===== config.mk =====
export PLATFORM = sky130hd
export DESIGN_NAME = poly_coef_loader
export DESIGN_NICKNAME = d
export VERILOG_FILES = /design/src/rtl/poly_coef_loader.sv
export SDC_FILE = /design/constraint.sdc
export NUM_CORES = 1
export LEC_CHECK = 0
export BUFFER_PORTS_ARGS = -buffer_cell sky130_fd_sc_hd__buf_4
export CAP_MARGIN = 20
export CORE_MARGIN = 10
export CORE_UTILIZATION = 30
export CTS_BUF_LIST = sky130_fd_sc_hd__clkbuf_8
export DETAILED_ROUTE_END_ITERATION = 16
export GPL_TIMING_DRIVEN = 0
export PLACE_DENSITY = 0.43
export SETUP_SLACK_MARGIN = 0.4
export SKIP_LAST_GASP = 1
export SLEW_MARGIN = 20
export SYNTH_ARGS = -nofsm -noshare
export SYNTH_HDL_FRONTEND = slang
export SYNTH_SLANG_ARGS = --single-unit

===== constraint.sdc =====
create_clock -name clk -period 3.91 [get_ports clk]
set_input_delay 0.782 -clock clk [delete_from_list [all_inputs] [get_ports clk]]
set_output_delay 0.782 -clock clk [all_outputs]
set_load 0.01 [all_outputs]

===== src/rtl/poly_coef_loader.sv =====
// -----------------------------------------------------------------------------
// poly_coef_loader
//
// Feeds the multiplier's coefficient BRAM. After a start pulse it accepts
// exactly N_COEF signed coefficients over a valid/ready stream. Each one is
// mapped into [0,Q), and every COEFS of them are packed into one D_SIZE word.
// The words are written to consecutive BRAM addresses starting at 0. A single
// done pulse follows the final write.
//
// Handshake: a beat transfers on a rising clk edge where in_valid & in_ready
// are both 1. in_ready depends only on the FSM state (high in LOAD) and never
// on in_valid. The producer holds in_coef stable while in_valid is high.
//
// Ports
//   clk        rising-edge clock
//   rst_n      asynchronous active-low reset
//   start      1-cycle pulse; starts a load, honoured only in IDLE
//   in_valid   in_coef is valid
//   in_ready   loader accepts a beat this cycle (state == LOAD)
//   in_coef    signed two's-complement coefficient
//   wr_en      BRAM write enable (1 cycle per completed word)
//   wr_addr    BRAM word address, holds its value when wr_en is 0
//   wr_din     packed word, lane k at [k*COEF_W +: COEF_W]; holds its value
//   busy       high in LOAD and FLUSH
//   done       1-cycle pulse in DONE
//   err        sticky: an out-of-range coefficient was seen in this load
//   dbg_state  current FSM state, for checkers
// -----------------------------------------------------------------------------
module poly_coef_loader #(
  parameter int COEF_W  = 13,
  parameter int COEFS   = 4,
  parameter int D_SIZE  = 52,
  parameter int Q_DEPTH = 8,
  parameter int N_COEF  = 761,
  parameter int Q       = 4591
) (
  input  logic                clk,
  input  logic                rst_n,
  input  logic                start,
  input  logic                in_valid,
  output logic                in_ready,
  input  logic [COEF_W-1:0]   in_coef,
  output logic                wr_en,
  output logic [Q_DEPTH-1:0]  wr_addr,
  output logic [D_SIZE-1:0]   wr_din,
  output logic                busy,
  output logic                done,
  output logic                err,
  output logic [1:0]          dbg_state
);

  localparam int N_WORDS = (N_COEF + COEFS - 1) / COEFS;
  localparam int LANE_W  = (COEFS > 1) ? $clog2(COEFS) : 1;
  localparam int CNT_W   = $clog2(N_COEF + 1);

  // Signed constants at COEF_W+1 bits, the width the mapping works in.
  localparam logic signed [COEF_W:0] Q_S    = (COEF_W+1)'(Q);
  localparam logic signed [COEF_W:0] HALF_S = (COEF_W+1)'((Q - 1) / 2);

  if (N_WORDS > (1 << Q_DEPTH)) begin : g_depth_check
    $error("poly_coef_loader: ceil(N_COEF/COEFS) exceeds 2**Q_DEPTH");
  end
  if (D_SIZE != COEF_W * COEFS) begin : g_width_check
    $error("poly_coef_loader: D_SIZE must equal COEF_W*COEFS");
  end

  typedef enum logic [1:0] {
    S_IDLE  = 2'd0,
    S_LOAD  = 2'd1,
    S_FLUSH = 2'd2,
    S_DONE  = 2'd3
  } state_t;

  state_t state, state_nxt;

  logic [LANE_W-1:0]        lane_cnt;
  logic [Q_DEPTH-1:0]       word_cnt;
  logic [CNT_W-1:0]         coef_cnt;
  logic [D_SIZE-1:0]        lane_buf;

  logic                     accept;
  logic                     last_beat;
  logic                     lane_full;
  logic signed [COEF_W:0]   coef_s;
  logic                     out_of_range;
  logic [COEF_W-1:0]        lane_val;
  logic [D_SIZE-1:0]        packed_nxt;

  assign in_ready  = (state == S_LOAD);
  assign busy      = (state == S_LOAD) || (state == S_FLUSH);
  assign done      = (state == S_DONE);
  assign dbg_state = state;

  assign accept    = in_valid & in_ready;
  assign last_beat = (coef_cnt == CNT_W'(N_COEF - 1));
  assign lane_full = (lane_cnt == LANE_W'(COEFS - 1));

  // Map the incoming coefficient into [0,Q). Out-of-range values store as 0.
  always_comb begin
    coef_s       = $signed({in_coef[COEF_W-1], in_coef});
    out_of_range = (coef_s > HALF_S) || (coef_s < -HALF_S);
    lane_val     = coef_s[COEF_W] ? COEF_W'(coef_s + Q_S) : in_coef;
    if (out_of_range) begin
      lane_val = '0;
    end
  end

  // Lane buffer with the current beat merged in. Lanes above the current
  // one are still zero because the buffer is cleared after every write.
  always_comb begin
    packed_nxt = lane_buf;
    for (int k = 0; k < COEFS; k++) begin
      if (lane_cnt == LANE_W'(k)) begin
        packed_nxt[k*COEF_W +: COEF_W] = lane_val;
      end
    end
  end

  always_ff @(posedge clk or negedge rst_n) begin
    if (!rst_n) begin
      state <= S_IDLE;
    end else begin
      state <= state_nxt;
    end
  end

  always_comb begin
    state_nxt = state;
    case (state)
      S_IDLE:  if (start) state_nxt = S_LOAD;
      S_LOAD:  if (accept && last_beat) state_nxt = S_FLUSH;
      S_FLUSH: state_nxt = S_DONE;
      S_DONE:  state_nxt = S_IDLE;
      default: state_nxt = S_IDLE;
    endcase
  end

  // Datapath. A word is written in the cycle after the beat that completes
  // it. The final beat also completes a word, and that write lands in FLUSH.
  always_ff @(posedge clk or negedge rst_n) begin
    if (!rst_n) begin
      lane_cnt <= '0;
      word_cnt <= '0;
      coef_cnt <= '0;
      lane_buf <= '0;
      err      <= 1'b0;
      wr_en    <= 1'b0;
      wr_addr  <= '0;
      wr_din   <= '0;
    end else begin
      wr_en <= 1'b0;
      if (state == S_IDLE && start) begin
        lane_cnt <= '0;
        word_cnt <= '0;
        coef_cnt <= '0;
        lane_buf <= '0;
        err      <= 1'b0;
      end else if (accept) begin
        coef_cnt <= coef_cnt + CNT_W'(1);
        if (out_of_range) begin
          err <= 1'b1;
        end
        if (lane_full || last_beat) begin
          wr_en    <= 1'b1;
          wr_addr  <= word_cnt;
          wr_din   <= packed_nxt;
          word_cnt <= word_cnt + Q_DEPTH'(1);
          lane_cnt <= '0;
          lane_buf <= '0;
        end else begin
          lane_cnt <= lane_cnt + LANE_W'(1);
          lane_buf <= packed_nxt;
        end
      end
    end
  end

endmodule

==> tab_implementation.tex <==
\begin{tabular}{lr}
\hline
Metric & Value \\
\hline
\multicolumn{2}{l}{\textbf{Placement}} \\
DP Worst Slack & about 0.48 ns \\
Placed cells & between 900 and 1000 \\
Detailed placer's ending HPWL & approximately 14000 µm \\
Count of input and output buffers & 78 \\
Routability congestion estimate from global placement & around 0.80 \\
\multicolumn{2}{l}{\textbf{Timing}} \\
Minimum period implied by the final worst setup slack & approximately 3.1 ns \\
Top achievable clock speed & 321.4 MHz \\
Fraction of the cycle the final worst path needs & around four fifths \\
Unrepaired setup endpoints after global routing & false \\
Slack of the critical path & 0.7986 ns \\
Worst rel slew slack & roughly a third \\
Max-slew violation total from the final report & 0 \\
Final total negative setup slack & 0 ns \\
Clock tree skew after final layout & 0.01266 ns \\
Final number of hold-violating endpoints & 0 \\
Transition time at the pin with the least slew margin & slightly below 1 ns \\
Final setup viols & 0 \\
\multicolumn{2}{l}{\textbf{Cells and area}} \\
Area growth, synth to finish & 21.84\% \\
Final core utilization & a little under two fifths \\
Area taken by multi-input logic gates & approximately 2700 µm² \\
Final antenna diode count & 0 \\
Layout cells sized above 1 & 21.06\% \\
Layout filler cell count & about 2100 \\
Final layout net count & 716 \\
Number of non-filler instances in the completed layout & 973 \\
Sequential standard cell area & approximately 3400 µm² \\
\multicolumn{2}{l}{\textbf{Setup path}} \\
Cells on worst reg2reg path & 9 \\
Startpoint of the worst register-to-register path & dbg\_state[1]\$\_DFFE\_PN0P\_ \\
Arrival time of data at the critical path endpoint & around 3.4 ns \\
CP Cell Sequence & inv\_1 > ha\_1 > and2\_1 > clkbuf\_1 > nand2\_1 > nor2\_2 > buf\_2 > buf\_2 > a21oi\_1 \\
Slack of the worst reg-to-reg path & approximately 0.80 ns \\
Critical Path Max Stage Delay & approximately 0.65 ns \\
Crit path max-delay cell type & nor2\_2 \\
Endpoint kind of the worst setup timing path & register \\
Required time at the worst-slack endpoint & between 4 and 5 ns \\
Worst Setup EP & wr\_din[19]\$\_DFFE\_PN0P\_ \\
Launching element type of the critical path & register \\
Cell occurring most often along the worst timing path & buf\_2 \\
Type of the worst setup path & register to register \\
Capture instance of the worst register-to-register path & wr\_din[19]\$\_DFFE\_PN0P\_ \\
Launch point of the worst path & dbg\_state[1]\$\_DFFE\_PN0P\_ \\
CP max FO & 10 \\
\multicolumn{2}{l}{\textbf{Run status}} \\
Result of the run & complete, no violations \\
\multicolumn{2}{l}{\textbf{Synthesis}} \\
Syn Std Cell Area & about 6300 µm² \\
Cell types with the largest area share after synthesis & dfrtp\_1, a22o\_1, a21oi\_1 \\
Number of enable-type register cells in the synthesized netlist & 0 \\
Synthesis Warnings & 0 \\
Cell with the most instances after synthesis & dfrtp\_1 \\
Synthesized netlist cell count & between 500 and 600 \\
Top post-synthesis cells by count & dfrtp\_1, nor2\_1, a21oi\_1, a22oi\_1, a22o\_1 \\
Sequential cell area fraction in the yosys report & 53.62\% \\
Largest area contributor in the netlist & dfrtp\_1 \\
Syn Nets & 618 \\
Top\_reg\_cell synth & dfrtp\_1 \\
Average cell area after synthesis & roughly 11 µm² \\
Flip-flop and latch count after synthesis & 136 \\
Post-synth top area share & 53.62\% \\
Share of flip-flops with an asynchronous set or reset after synthesis & between 90\% and 100\% \\
Library cells used by synthesis & 52 \\
\multicolumn{2}{l}{\textbf{Global route}} \\
Initial antenna violation count & 0 \\
Via count of the first global-routing pass & 5112 \\
Maximum number of pins on one net before global-route repair & 71 \\
First-pass GRT wire length & 30390 µm \\
Overall track demand over capacity in global routing & roughly 14\% \\
GRT Residual Overflow & 0 \\
\multicolumn{2}{l}{\textbf{Pwr}} \\
Largest voltage drop on the vdd net & about 0.28 mV \\
Leakage power & about 3.5 nW \\
Pwr per Cell Area & between 600 and 700 nW/µm² \\
\multicolumn{2}{l}{\textbf{Clock network}} \\
Number of gates resized after CTS & 0 \\
Maximum level of the CTS H-tree & 4 \\
Clock buffer count from CTS & 17 \\
Max Root-Sink Buffers & 2 \\
Clock latency on the worst-skew pair & 0.44 ns \\
Clk slew on worst S/H paths & 0.08 ns \\
Clock Sinks & around 140 \\
CTS tree & done \\
Post-CTS Hold Buffers & 0 \\
Number of buffers inserted by post-CTS setup repair & 0 \\
CTS root buf & clkbuf\_8 \\
\multicolumn{2}{l}{\textbf{Run}} \\
Max cap viols & 0 \\
\multicolumn{2}{l}{\textbf{Floorplan}} \\
Die area & roughly 27000 µm² \\
Standard-cell row count & 53 \\
Die boundary height & approximately 170 µm \\
Effective utilization at floorplan & approximately 30\% \\
Ports placed on the boundary & between 80 and 90 \\
Horizontal die dimension & 165.5 µm \\
Core Region & 20890 µm² \\
\multicolumn{2}{l}{\textbf{Detailed routing}} \\
DR WL/cell & 19.64 µm \\
DRT Pass-1 Iters & 4 \\
Vias per Instance & about 5 \\
Number of design rule violations left after detail routing & 0 \\
Detailed Route Iter0 Violations & between 200 and 300 \\
Final antenna-violating net count & 0 \\
Total Wirelength & $\sim$19000 µm \\
Via count & 4887 \\
\multicolumn{2}{l}{\textbf{Hold path}} \\
Path category of the worst min-delay check & input port to asynchronous set/reset pin \\
\hline
\end{tabular}
flip-flops by register name (all words and copies together) (netlist names):
name       cells
lane_cnt       2
coef_cnt      10
dbg_state      2
word_cnt       8
err            1
wr_en          1
lane_buf      52
wr_addr        8
wr_din        52
where the power goes:
part / total (mW) / switching, mW / internal, mW
registers: 2.12 / 0.299 / 1.83
clock network: 1.22 / 0.562 / 0.659
logic: 1.80 / 0.979 / 0.819
per-stage QoR:
step / power (mW) / area (µm²) / hold WS (ns)
after global routing: 5.516 / 7734 / 0.2935
after floorplan: 3.094 / 6347 / 0.4528
final: 5.144 / 7734 / 0.2727
after CTS: 5.223 / 7726 / 0.2791
after detailed placement: 3.980 / 7312 / 0.4704
after global placement: 3.937 / 7277 / 0.4682
routing by layer:
metal	GRT usage, %	vias to the layer above	wire length [µm]
li1	-	2309	-
met1	20.48	2450	9344
met2	20.82	116	8287
met3	4.512	12	1269
met4	4.030	0	206
met5	0	-	0
final cells by class:
cell class	instances	share of cell area (%)
sequential	136	44.01
timing repair buffer	79	8.025
clock inverter	13	1.974
buffer	43	2.492
inverter	16	0.7766
tap	275	4.449
multi-input combinational	392	34.90
clock buffer	19	3.381
worst min path at each step:
stage / endpoint / cells after the start / startpoint
2_1_floorplan: lane_buf[51]$_DFFE_PN0P_ / 1 / lane_buf[51]$_DFFE_PN0P_
3_3_place_gp: lane_buf[40]$_DFFE_PN0P_ / 1 / lane_buf[40]$_DFFE_PN0P_
3_5_place_dp: lane_buf[46]$_DFFE_PN0P_ / 1 / lane_buf[46]$_DFFE_PN0P_
4_1_cts: wr_din[30]$_DFFE_PN0P_ / 1 / rst_n
5_1_grt: wr_din[32]$_DFFE_PN0P_ / 1 / rst_n
6_report: wr_din[30]$_DFFE_PN0P_ / 1 / rst_n
cells in the final DEF, fill, tap and decap left out, types with 5 or more instances in the layout:
cell | Yosys | routed
dfrtp_1 | 136 | 136
xnor2_1 | 17 | 16
a32o_1 | 6 | 6
mux2_2 | 10 | 10
a22o_1 | 35 | 35
a21oi_1 | 54 | 54
clkbuf_1 | 29 | 29
xor2_1 | 12 | 12
inv_1 | 16 | 18
nand3_1 | 17 | 17
clkbuf_8 | 0 | 19
buf_2 | 10 | 10
nor3b_1 | 7 | 7
a22oi_1 | 36 | 36
nand4_1 | 5 | 5
a221o_1 | 9 | 9
nand2_1 | 29 | 29
o21ai_0 | 5 | 5
mux2i_1 | 7 | 7
nor3_1 | 6 | 6
ha_1 | 14 | 14
nor2_1 | 63 | 63
and2_1 | 15 | 15
buf_4 | 1 | 78
cell families (layout without fill, tap and decap cells):
kind of cell             Yosys count  count (layout)  synth area share (%)
multiplexers                      17              17                 2.878
AND/OR/NAND/NOR                  165             165                 12.79
XOR/XNOR                          29              29                 4.002
adder cells (fa/ha/maj)           14              14                 2.760
flip-flops                       136             136                 53.62
buffers and inverters             59             170                 3.982
AO/OA/AOI/OAI                    167             167                 19.97
critical path, delay by kind of cell (launching register included):
family	cells	cell delay, ns
DFF	1	0.43
adders and majority gates	1	0.25
and+or+nand+nor	3	1.13
AOI/OAI and AO/OA	1	0.10
buffers and inverters	4	1.08
No activity file was read; power rests on OpenSTA's default activity.
